[config.mk]
export PLATFORM = sky130hd
export DESIGN_NAME = host_axim_bridge
export DESIGN_NICKNAME = d
export VERILOG_FILES = /design/src/rtl/host_axim_bridge.sv
export SDC_FILE = /design/constraint.sdc
export NUM_CORES = 1
export LEC_CHECK = 0
export ABC_AREA = 1
export BUFFER_PORTS_ARGS = -buffer_cell sky130_fd_sc_hd__clkbuf_2
export CAP_MARGIN = 20
export CELL_PAD_IN_SITES_DETAIL_PLACEMENT = 1
export CELL_PAD_IN_SITES_GLOBAL_PLACEMENT = 1
export CORE_AREA = 2 2 194 196
export DETAILED_ROUTE_END_ITERATION = 6
export DIE_AREA = 0 0 196 198
export PLACE_DENSITY_LB_ADDON = 0.1
export SLEW_MARGIN = 20
export SYNTH_ARGS = -nofsm -noshare
export SYNTH_HDL_FRONTEND = slang
export SYNTH_SLANG_ARGS = --single-unit
[constraint.sdc]
create_clock -name dut_clock -period 5.6 [get_ports dut_clock]
set_clock_uncertainty 0.1 [all_clocks]
set_input_delay 0.56 -clock dut_clock [delete_from_list [all_inputs] [get_ports dut_clock]]
set_output_delay 0.56 -clock dut_clock [all_outputs]
set_load 0.02 [all_outputs]
[src/rtl/host_axim_bridge.sv]
// -----------------------------------------------------------------------------
// host_axim_bridge
//   Upstream master on the host_axim AXI3 bus. Turns single commands from the
//   host transactor into one AXI3 INCR burst of 64-bit beats, streams write
//   data in / read data out, and reports one completion status per command.
//   Only one transaction is in flight; a watchdog aborts a stalled transfer.
//
// Ports
//   dut_clock, dut_reset_n        clock, asynchronous active-low reset
//   cmd_*                         command handshake (write/addr/len/id)
//   wr_*                          host write-data stream (passed to W)
//   rd_*                          host read-data stream (fed from R)
//   done_valid/resp/id            one-cycle completion pulse with status
//   timeout_err, id_err           sticky error flags (cleared by reset only)
//   host_axim_Aw_* / W_* / B_*    AXI3 write address, data, response channels
//   host_axim_Ar_* / R_*          AXI3 read address and data channels
// -----------------------------------------------------------------------------
module host_axim_bridge #(
  parameter int unsigned ADDR_W      = 32,
  parameter int unsigned DATA_W      = 64,
  parameter int unsigned ID_W        = 9,
  parameter int unsigned TIMEOUT_CYC = 1024
) (
  input  logic                dut_clock,
  input  logic                dut_reset_n,
  // command
  input  logic                cmd_valid,
  output logic                cmd_ready,
  input  logic                cmd_write,
  input  logic [ADDR_W-1:0]   cmd_addr,
  input  logic [3:0]          cmd_len,
  input  logic [ID_W-1:0]     cmd_id,
  // write data from host
  input  logic                wr_valid,
  output logic                wr_ready,
  input  logic [DATA_W-1:0]   wr_data,
  input  logic [DATA_W/8-1:0] wr_strb,
  // read data to host
  output logic                rd_valid,
  input  logic                rd_ready,
  output logic [DATA_W-1:0]   rd_data,
  output logic                rd_last,
  output logic [1:0]          rd_resp,
  // completion and errors
  output logic                done_valid,
  output logic [1:0]          done_resp,
  output logic [ID_W-1:0]     done_id,
  output logic                timeout_err,
  output logic                id_err,
  // AXI3 write address
  output logic [ADDR_W-1:0]   host_axim_Aw_Addr,
  output logic [ID_W-1:0]     host_axim_Aw_Id,
  output logic [3:0]          host_axim_Aw_Len,
  output logic [2:0]          host_axim_Aw_Size,
  output logic [1:0]          host_axim_Aw_Burst,
  output logic [1:0]          host_axim_Aw_Lock,
  output logic [3:0]          host_axim_Aw_Cache,
  output logic [2:0]          host_axim_Aw_Prot,
  output logic                host_axim_Aw_Valid,
  input  logic                host_axim_Aw_Ready,
  // AXI3 write data
  output logic [DATA_W-1:0]   host_axim_W_Data,
  output logic [DATA_W/8-1:0] host_axim_W_Strb,
  output logic [ID_W-1:0]     host_axim_W_Id,
  output logic                host_axim_W_Last,
  output logic                host_axim_W_Valid,
  input  logic                host_axim_W_Ready,
  // AXI3 write response
  input  logic [ID_W-1:0]     host_axim_B_Id,
  input  logic [1:0]          host_axim_B_Resp,
  input  logic                host_axim_B_Valid,
  output logic                host_axim_B_Ready,
  // AXI3 read address
  output logic [ADDR_W-1:0]   host_axim_Ar_Addr,
  output logic [ID_W-1:0]     host_axim_Ar_Id,
  output logic [3:0]          host_axim_Ar_Len,
  output logic [2:0]          host_axim_Ar_Size,
  output logic [1:0]          host_axim_Ar_Burst,
  output logic [1:0]          host_axim_Ar_Lock,
  output logic [3:0]          host_axim_Ar_Cache,
  output logic [2:0]          host_axim_Ar_Prot,
  output logic                host_axim_Ar_Valid,
  input  logic                host_axim_Ar_Ready,
  // AXI3 read data
  input  logic [DATA_W-1:0]   host_axim_R_Data,
  input  logic [ID_W-1:0]     host_axim_R_Id,
  input  logic [1:0]          host_axim_R_Resp,
  input  logic                host_axim_R_Last,
  input  logic                host_axim_R_Valid,
  output logic                host_axim_R_Ready
);

  localparam int unsigned WD_W = $clog2(TIMEOUT_CYC + 1);

  typedef enum logic [2:0] {
    IDLE,
    WR_ADDR,
    WR_DATA,
    WR_RESP,
    RD_ADDR,
    RD_DATA,
    DONE
  } state_t;

  state_t            r_state;
  state_t            w_next;

  logic [ADDR_W-1:0] r_addr;
  logic [ID_W-1:0]   r_id;
  logic [3:0]        r_len;
  logic [3:0]        r_beat;
  logic [1:0]        r_resp;
  logic [WD_W-1:0]   r_wdog;
  logic              r_timeout_err;
  logic              r_id_err;

  logic [9:0]        w_end_beat;
  logic              w_cross;
  logic              w_aw_hs;
  logic              w_w_hs;
  logic              w_b_hs;
  logic              w_ar_hs;
  logic              w_r_hs;
  logic              w_any_hs;
  logic              w_bus;
  logic              w_wd_expire;
  logic              w_unused_addr_lsb;

  // Low address bits are ignored: bursts are always 8-byte aligned.
  assign w_unused_addr_lsb = ^cmd_addr[2:0];

  // Beat index (8-byte units within the 4KB page) one past the last beat;
  // anything beyond 512 spills into the next page.
  assign w_end_beat = {1'b0, cmd_addr[11:3]} + {6'b0, cmd_len} + 10'd1;
  assign w_cross    = (w_end_beat > 10'd512);

  assign w_aw_hs  = (r_state == WR_ADDR) && host_axim_Aw_Ready;
  assign w_w_hs   = (r_state == WR_DATA) && wr_valid && host_axim_W_Ready;
  assign w_b_hs   = (r_state == WR_RESP) && host_axim_B_Valid;
  assign w_ar_hs  = (r_state == RD_ADDR) && host_axim_Ar_Ready;
  assign w_r_hs   = (r_state == RD_DATA) && host_axim_R_Valid && rd_ready;
  assign w_any_hs = w_aw_hs || w_w_hs || w_b_hs || w_ar_hs || w_r_hs;

  assign w_bus = (r_state == WR_ADDR) || (r_state == WR_DATA) ||
                 (r_state == WR_RESP) || (r_state == RD_ADDR) ||
                 (r_state == RD_DATA);

  // A handshake on the expiring cycle still counts as progress.
  assign w_wd_expire = w_bus && !w_any_hs &&
                       (r_wdog == WD_W'(TIMEOUT_CYC - 1));

  // Fixed AXI3 attributes and registered command fields.
  assign host_axim_Aw_Addr  = r_addr;
  assign host_axim_Aw_Id    = r_id;
  assign host_axim_Aw_Len   = r_len;
  assign host_axim_Aw_Size  = 3'b011;
  assign host_axim_Aw_Burst = 2'b01;
  assign host_axim_Aw_Lock  = 2'b00;
  assign host_axim_Aw_Cache = 4'b0011;
  assign host_axim_Aw_Prot  = 3'b000;

  assign host_axim_Ar_Addr  = r_addr;
  assign host_axim_Ar_Id    = r_id;
  assign host_axim_Ar_Len   = r_len;
  assign host_axim_Ar_Size  = 3'b011;
  assign host_axim_Ar_Burst = 2'b01;
  assign host_axim_Ar_Lock  = 2'b00;
  assign host_axim_Ar_Cache = 4'b0011;
  assign host_axim_Ar_Prot  = 3'b000;

  assign host_axim_W_Data = wr_data;
  assign host_axim_W_Strb = wr_strb;
  assign host_axim_W_Id   = r_id;

  assign rd_data = host_axim_R_Data;
  assign rd_last = host_axim_R_Last;
  assign rd_resp = host_axim_R_Resp;

  assign done_resp   = r_resp;
  assign done_id     = r_id;
  assign timeout_err = r_timeout_err;
  assign id_err      = r_id_err;

  // State register; reset abandons any bus activity immediately.
  always_ff @(posedge dut_clock or negedge dut_reset_n) begin
    if (!dut_reset_n) begin
      r_state <= IDLE;
    end else begin
      r_state <= w_next;
    end
  end

  // Next state and state-decoded handshake outputs. All valids/readies are
  // decoded from the state, so a watchdog abort drops them on entry to DONE.
  always_comb begin
    w_next             = r_state;
    cmd_ready          = 1'b0;
    host_axim_Aw_Valid = 1'b0;
    host_axim_W_Valid  = 1'b0;
    host_axim_W_Last   = 1'b0;
    wr_ready           = 1'b0;
    host_axim_B_Ready  = 1'b0;
    host_axim_Ar_Valid = 1'b0;
    host_axim_R_Ready  = 1'b0;
    rd_valid           = 1'b0;
    done_valid         = 1'b0;

    case (r_state)
      IDLE: begin
        cmd_ready = 1'b1;
        if (cmd_valid) begin
          if (w_cross)        w_next = DONE;
          else if (cmd_write) w_next = WR_ADDR;
          else                w_next = RD_ADDR;
        end
      end
      WR_ADDR: begin
        host_axim_Aw_Valid = 1'b1;
        if (w_aw_hs) w_next = WR_DATA;
      end
      WR_DATA: begin
        host_axim_W_Valid = wr_valid;
        wr_ready          = host_axim_W_Ready;
        host_axim_W_Last  = (r_beat == r_len);
        if (w_w_hs && (r_beat == r_len)) w_next = WR_RESP;
      end
      WR_RESP: begin
        host_axim_B_Ready = 1'b1;
        if (w_b_hs) w_next = DONE;
      end
      RD_ADDR: begin
        host_axim_Ar_Valid = 1'b1;
        if (w_ar_hs) w_next = RD_DATA;
      end
      RD_DATA: begin
        rd_valid          = host_axim_R_Valid;
        host_axim_R_Ready = rd_ready;
        if (w_r_hs && host_axim_R_Last) w_next = DONE;
      end
      DONE: begin
        done_valid = 1'b1;
        w_next     = IDLE;
      end
      default: w_next = IDLE;
    endcase

    if (w_wd_expire) w_next = DONE;
  end

  // Command latch, beat counter, status accumulation and watchdog.
  always_ff @(posedge dut_clock or negedge dut_reset_n) begin
    if (!dut_reset_n) begin
      r_addr        <= '0;
      r_id          <= '0;
      r_len         <= '0;
      r_beat        <= '0;
      r_resp        <= '0;
      r_wdog        <= '0;
      r_timeout_err <= 1'b0;
      r_id_err      <= 1'b0;
    end else begin
      case (r_state)
        IDLE: begin
          if (cmd_valid) begin
            r_addr <= {cmd_addr[ADDR_W-1:3], 3'b000};
            r_id   <= cmd_id;
            r_len  <= cmd_len;
            r_beat <= '0;
            r_resp <= w_cross ? 2'b10 : 2'b00;
          end
        end
        WR_DATA: begin
          if (w_w_hs) r_beat <= r_beat + 4'd1;
        end
        WR_RESP: begin
          if (w_b_hs) begin
            if (host_axim_B_Id != r_id) begin
              r_id_err <= 1'b1;
              r_resp   <= 2'b10;
            end else begin
              r_resp <= host_axim_B_Resp;
            end
          end
        end
        RD_DATA: begin
          if (w_r_hs) begin
            r_beat <= r_beat + 4'd1;
            // An ID mismatch overrides; otherwise keep the first error seen.
            if (host_axim_R_Id != r_id) begin
              r_id_err <= 1'b1;
              r_resp   <= 2'b10;
            end else if (r_resp == 2'b00) begin
              r_resp <= host_axim_R_Resp;
            end
            if (host_axim_R_Last != (r_beat == r_len)) r_id_err <= 1'b1;
          end
        end
        default: ;
      endcase

      if (w_wd_expire) begin
        r_timeout_err <= 1'b1;
        r_resp        <= 2'b11;
      end

      if (!w_bus || w_any_hs || (w_next != r_state)) begin
        r_wdog <= '0;
      end else begin
        r_wdog <= r_wdog + WD_W'(1);
      end
    end
  end

endmodule

Word level (Yosys, flattened, before mapping)
Cells that the tools add are included.

Input bits: 215. Logic and storage cells: 108. Output and inout bits: 289. Flip-flop bits (word level): 64.

Multiplexer cells: 40. Reductions and logical operators: 32. Magnitude comparators: 1. Add/subtract/negate cells: 4. Equality and inequality tests: 22.

Operator list (number): $mux 3 (9); $ne 9x9->1 (2); $pmux 3 s6 (1); $mux 2 (8); $mux 1 (15); $mux 4 (3); $pmux 4 s3 (1); $add 11x1->11 const B (1); $eq 11x10->1 const B (1); $logic_and 1x1->1 (11); $mux 11 (1); $add 10x1->10 const B (1); $add 9x4->10 (1); $gt 10x10->1 const B (1); $logic_or 1x1->1 (10); $reduce_and 5->1 (2); $eq 3x3->1 const B (3); $ne 3x3->1 const B (3); $ne 2x2->1 const B (4); $eq 3x2->1 const B (2); $pmux 2 s3 (1); $add 4x1->4 const B (1); $eq 4x4->1 (1); $ne 4x2->1 const B (1); 14 further kinds (15).

Logic depth before layout (Yosys ltp)
Depth in word-level cells: 14. Depth in mapped cells: 17. Mapped depth without buffers: 16.

Worst setup path before layout
OpenSTA, ideal clock, no wires.

Path kind: input port to flip-flop. Start point: in cmd_addr[3]. End point: reg r_wdog[0]. Path slack: 3.303 ns. Cell stages on the path: 17. Setup time: 0.069 ns. Buffers on the path: 1. Arrival: 2.128 ns. Required time: 5.431 ns. Path through: inv_1 > ha_1 > fa_1 > o21bai_1 > nand2_1 > nand2_1 > inv_1 > nand2_1 > nand2_1 > nand2_1 > nand2_1 > nand2_1 > nand2_2 > nand2_2 > nand3_2 > buf_6 > nor2_2.

Cells in the longest elaborated chain, start to end: 10.

RTL lines: start, declared (line 30) `input logic [ADDR_W-1:0] cmd_addr,`; $add 9x4->10 (line 134) `assign w_end_beat = {1'b0, cmd_addr[11:3]} + {6'b0, cmd_len} + 10'd1;`; $add 10x1->10 (line 134); $gt 10x10->1 (line 135) `assign w_cross = (w_end_beat > 10'd512);`; $mux 3 (line 212) `if (w_cross) w_next = DONE;`; $mux 3 (line 211) `if (cmd_valid) begin`; $pmux 3 s6 (line 208) `case (r_state)`; $mux 3 (line 247) `if (w_wd_expire) w_next = DONE;`; $ne 3x3->1 (line 306) `if (!w_bus || w_any_hs || (w_next != r_state)) begin`; $logic_or 1x1->1 (line 306); $mux 11 (line 306); end signal, assigned (line 309) `r_wdog <= r_wdog + WD_W'(1);`; end, declared (line 113) `logic [WD_W-1:0] r_wdog;`.

Every way passes these cells. A chain may end at the register's enable or synchronous reset.

Final worst setup path
Start point: reg r_state[1]. End point: reg r_wdog[10].

Cells in the longest elaborated chain, start to end: 14. Elaborated cells between the ends (all ways): 39. Classes of those cells: eq/ne: 6; mux: 9; reduce/logical: 24.

RTL lines: start, declared (line 105) `state_t r_state;`; start signal, assigned (line 189) `r_state <= w_next;`; $eq 3x2->1 (line 138, 144, 208); $logic_and 1x1->1 (2 in a row) (line 138) `assign w_w_hs = (r_state == WR_DATA) && wr_valid && host_axim_W_Ready;`; $logic_or 1x1->1 (4 in a row) (line 142) `assign w_any_hs = w_aw_hs || w_w_hs || w_b_hs || w_ar_hs || w_r_hs;`; $logic_not 1->1 (line 149) `assign w_wd_expire = w_bus && !w_any_hs &&`; $logic_and 1x1->1 (2 in a row) (line 149); $mux 3 (line 247); $ne 3x3->1 (line 306); $logic_or 1x1->1 (*) (line 306); $mux 11 (*) (line 306).

Mark *: on every way between the ends. The rest lies on a longest branch, timed or not.

==> flow_metrics.env <==
export IMPL_cts_made_buffers=9
export IMPL_seq_area_frac_synth_pct=30.8
export IMPL_maxClockFrequency_mhz=314
export IMPL_synth_top_family_by_area="buffers and inverters"
export IMPL_grt_max_degree=65
export IMPL_holdBufCountCts=0
export IMPL_route_layer_met1_wl_um=7390
export IMPL_grt_pass1_vias=4050
export IMPL_drc=0
export IMPL_grt_usage_pct=9.16
export IMPL_synth_top_flop_cell="sky130_fd_sc_hd__dfrtp_1"
export IMPL_synth_compound_gate_area_share_pct=3.18
export IMPL_ys_types=36
export IMPL_post_synth_instance_area_um2=5200
export IMPL_timing_worst_setup_path_type="reg2reg"
export IMPL_max_cap_viol_count=0
export IMPL_drt_pre_antenna_iters=4
export IMPL_period_needed_ps=3180
export IMPL_die_width_um=196
export IMPL_synth_fa_ha_area_share_pct=1.83
export IMPL_synth_simple_gate_area_share_pct=21.7
export IMPL_clock_tree_from_tritoncts="yes"
export IMPL_floorplan_die_area_um2=38800
export IMPL_worst_pin_slew_ps=1000
export IMPL_r2r_worst_path_cells=10
export IMPL_htree_levels=3
export IMPL_coreArea_um2=37000
export IMPL_top_layer="met4"
export IMPL_routed_wire_length_per_instance_um=15.2
export IMPL_via_density_per_instance=3.31
export IMPL_drv_slew=0
export IMPL_initial_core_utilization_pct=14.1
export IMPL_yosysWarnings=0
export IMPL_grt_overflow_total=0
export IMPL_antenna_found_initial=0
export IMPL_crit_slowest_cell="sky130_fd_sc_hd__inv_2"
export IMPL_final_stage_net_count=886
export IMPL_finalHoldViolCount=0
export IMPL_syn_to_final_growth_pct=4.89
export IMPL_mostFrequentLayoutCell="sky130_fd_sc_hd__clkbuf_2"
export IMPL_syn_inst=669
export IMPL_design_power_total_mw=3.14
export IMPL_vias=3779
export IMPL_cp_max_fo=46
export IMPL_timing_setup_tns_ps=0
export IMPL_worstSetupEndpointType="flop"
export IMPL_met3WireLength_um=1090
export IMPL_drive_above_1_share_pct=37.1
export IMPL_post_route_period_util_pct=56.8
export IMPL_total_of_flip_flops_plus_latches_after_synthesis=64
export IMPL_std_cell_rows=71
export IMPL_cp_required_ps=5720
export IMPL_relative_slew_slack_pct=33.0
export IMPL_clock_tree_buffer_depth=2
export IMPL_drt_iter0_markers=89
export IMPL_timing_critical_path_from="r_state[1]"
export IMPL_boundaryPins=504
export IMPL_cts_setup_buffers=0
export IMPL_p_per_area_nw_per_um2=577
export IMPL_postLayoutSetupSlackWorst_ps=2420
export IMPL_cts_sinks=64
export IMPL_status="finished clean"
export IMPL_postSynthAreaPerCell_um2=7.77
export IMPL_pre_cts_ws_ps=2250
export IMPL_clk_root_buffer_cell="sky130_fd_sc_hd__clkbuf_16"
export IMPL_synth_edf_count=0
export IMPL_final_cell_mix="193 x sky130_fd_sc_hd__clkbuf_2, 159 x sky130_fd_sc_hd__nand2_1, 64 x sky130_fd_sc_hd__dfrtp_1"
export IMPL_timing_critical_path_from_type="flop"
export IMPL_cp_slowest_stage_delay_ps=900
export IMPL_critical_path_arrival_ps=3300
export IMPL_place_detailed_hpwl_um=13400
export IMPL_detail_route_wirelength_um=17400
export IMPL_worst_supply_voltage_drop_on_vdd_uv=150
export IMPL_numPortBuffers=194
export IMPL_antenna_diode_count=0
export IMPL_grt_first_pass_wirelength_um=26000
export IMPL_final_replace_weighted_congestion=0.732
export IMPL_dr_wl_met2_um=8220
export IMPL_rsz0062_at_grt="no"
export IMPL_share_of_flip_flops_with_an_asynchronous_set_or_reset_after_synthesis_pct=100
export IMPL_timing_hold_worst_class="in2async"
export IMPL_yosys_area_share_xor_xnor_pct=4.72
export IMPL_power_leakage_nw=2.92
export IMPL_die_h_um=198
export IMPL_yosys_mux_area_fraction_pct=0
export IMPL_final_setup_viol_count=0
export IMPL_timing_rr_start="r_state[1]"
export IMPL_clkTransAtPathRegs_ps=60
export IMPL_cts_repair_resize_count=0
export IMPL_insertion_delay_ps=340
export IMPL_route_antenna_remaining_nets=0
export IMPL_worst_path_cell_trace="nor2_1 -> nand2_2 -> inv_2 -> nand2_4 -> inv_2 -> nand3_1 -> nand3_1 -> nand2_1 -> nand3_2 -> nor2_1"
==> power by group <==
group	switching, mW	internal, mW	total (mW)
sequential	0.240	0.635	0.875
combinational	1.09	0.480	1.57
clock	0.253	0.450	0.703
==> registers in the layout (all words and copies together) (netlist names) <==
name,flops
done_resp,2
r_beat,4
timeout_err,1
done_id,9
r_state,3
host_axim_Ar_Len,4
r_wdog,11
id_err,1
host_axim_Ar_Addr,29
==> final timing paths <==
check	to	slack [ps]
worst max-delay path	r_wdog[10]	2420
worst min-delay path	done_id[5]	140
worst max register to register	r_wdog[10]	2420
worst min register to register	id_err	370
max in group asynchronous	host_axim_Ar_Addr[23]	4770
min in group dut_clock	host_axim_Ar_Addr[14]	300
==> final cells by class <==
type / count / area, um^2
Inverter: 44 / 165
Sequential cell: 64 / 1600
Timing Repair Buffer: 194 / 977
Clock buffer: 10 / 239
Fill cell: 4521 / 31500
Clock inverter: 6 / 115
Tap cell: 474 / 593
Multi-Input combinational cell: 351 / 1760
==> Yosys cell counts, types with 3 or more instances <==
master / count / share of area (%)
sky130_fd_sc_hd__inv_1: 39 / 2.8
sky130_fd_sc_hd__o21ai_0: 13 / 1.3
sky130_fd_sc_hd__dfrtp_1: 64 / 31
sky130_fd_sc_hd__nand3_1: 23 / 2.2
sky130_fd_sc_hd__nand4_1: 5 / 0.60
sky130_fd_sc_hd__nand2_2: 4 / 0.48
sky130_fd_sc_hd__nor3_2: 3 / 0.58
sky130_fd_sc_hd__nand3_2: 3 / 0.58
sky130_fd_sc_hd__xor2_1: 14 / 2.4
sky130_fd_sc_hd__xnor2_1: 14 / 2.4
sky130_fd_sc_hd__nand2_1: 159 / 11
sky130_fd_sc_hd__ha_1: 6 / 1.4
sky130_fd_sc_hd__nor2_1: 30 / 2.2
sky130_fd_sc_hd__nor2_2: 12 / 1.4
sky130_fd_sc_hd__inv_2: 5 / 0.36
sky130_fd_sc_hd__a21oi_1: 7 / 0.67
sky130_fd_sc_hd__or2_2: 6 / 0.72
sky130_fd_sc_hd__buf_4: 233 / 34
sky130_fd_sc_hd__clkbuf_1: 8 / 0.58
==> through the flow <==
| step | area, um^2 | util [%] | instances | hold WS (ps) |
|---|---|---|---|---|
| global route | 5450 | 14.8 | 1143 | 188 |
| finish | 5450 | 14.8 | 1143 | 140 |
| floorplan | 5320 | - | 701 | 164 |
| global placement | 5090 | 13.8 | 1127 | 354 |
| detailed placement | 5090 | 13.8 | 1127 | 355 |
| CTS | 5450 | 14.7 | 1143 | 281 |
==> worst max-delay path: cells and delay by family, from the launching register on <==
family	cells	cell delay, ps
flip-flops	1	460
buffers and inverters	2	980
AND/OR/NAND/NOR	8	1430
==> cell families (layout without fill, tap and decap cells) <==
| logic type | after synthesis | in the layout |
|---|---|---|
| buffers and inverters | 286 | 254 |
| AND/OR/NAND/NOR | 253 | 253 |
| flip-flops | 64 | 64 |
| AO/OA/AOI/OAI | 29 | 29 |
| XOR/XNOR | 28 | 28 |
| adder cells (fa/ha/maj) | 7 | 7 |
| other | 2 | 34 |
==> metal layers <==
layer / vias to the layer above / global-route usage (%)
met5: - / 0
met2: 177 / 14.9
met4: 0 / 5.05
met1: 1765 / 10.8
met3: 60 / 2.81
li1: 1777 / -
Note: power is estimated with default switching activity, not from simulation.
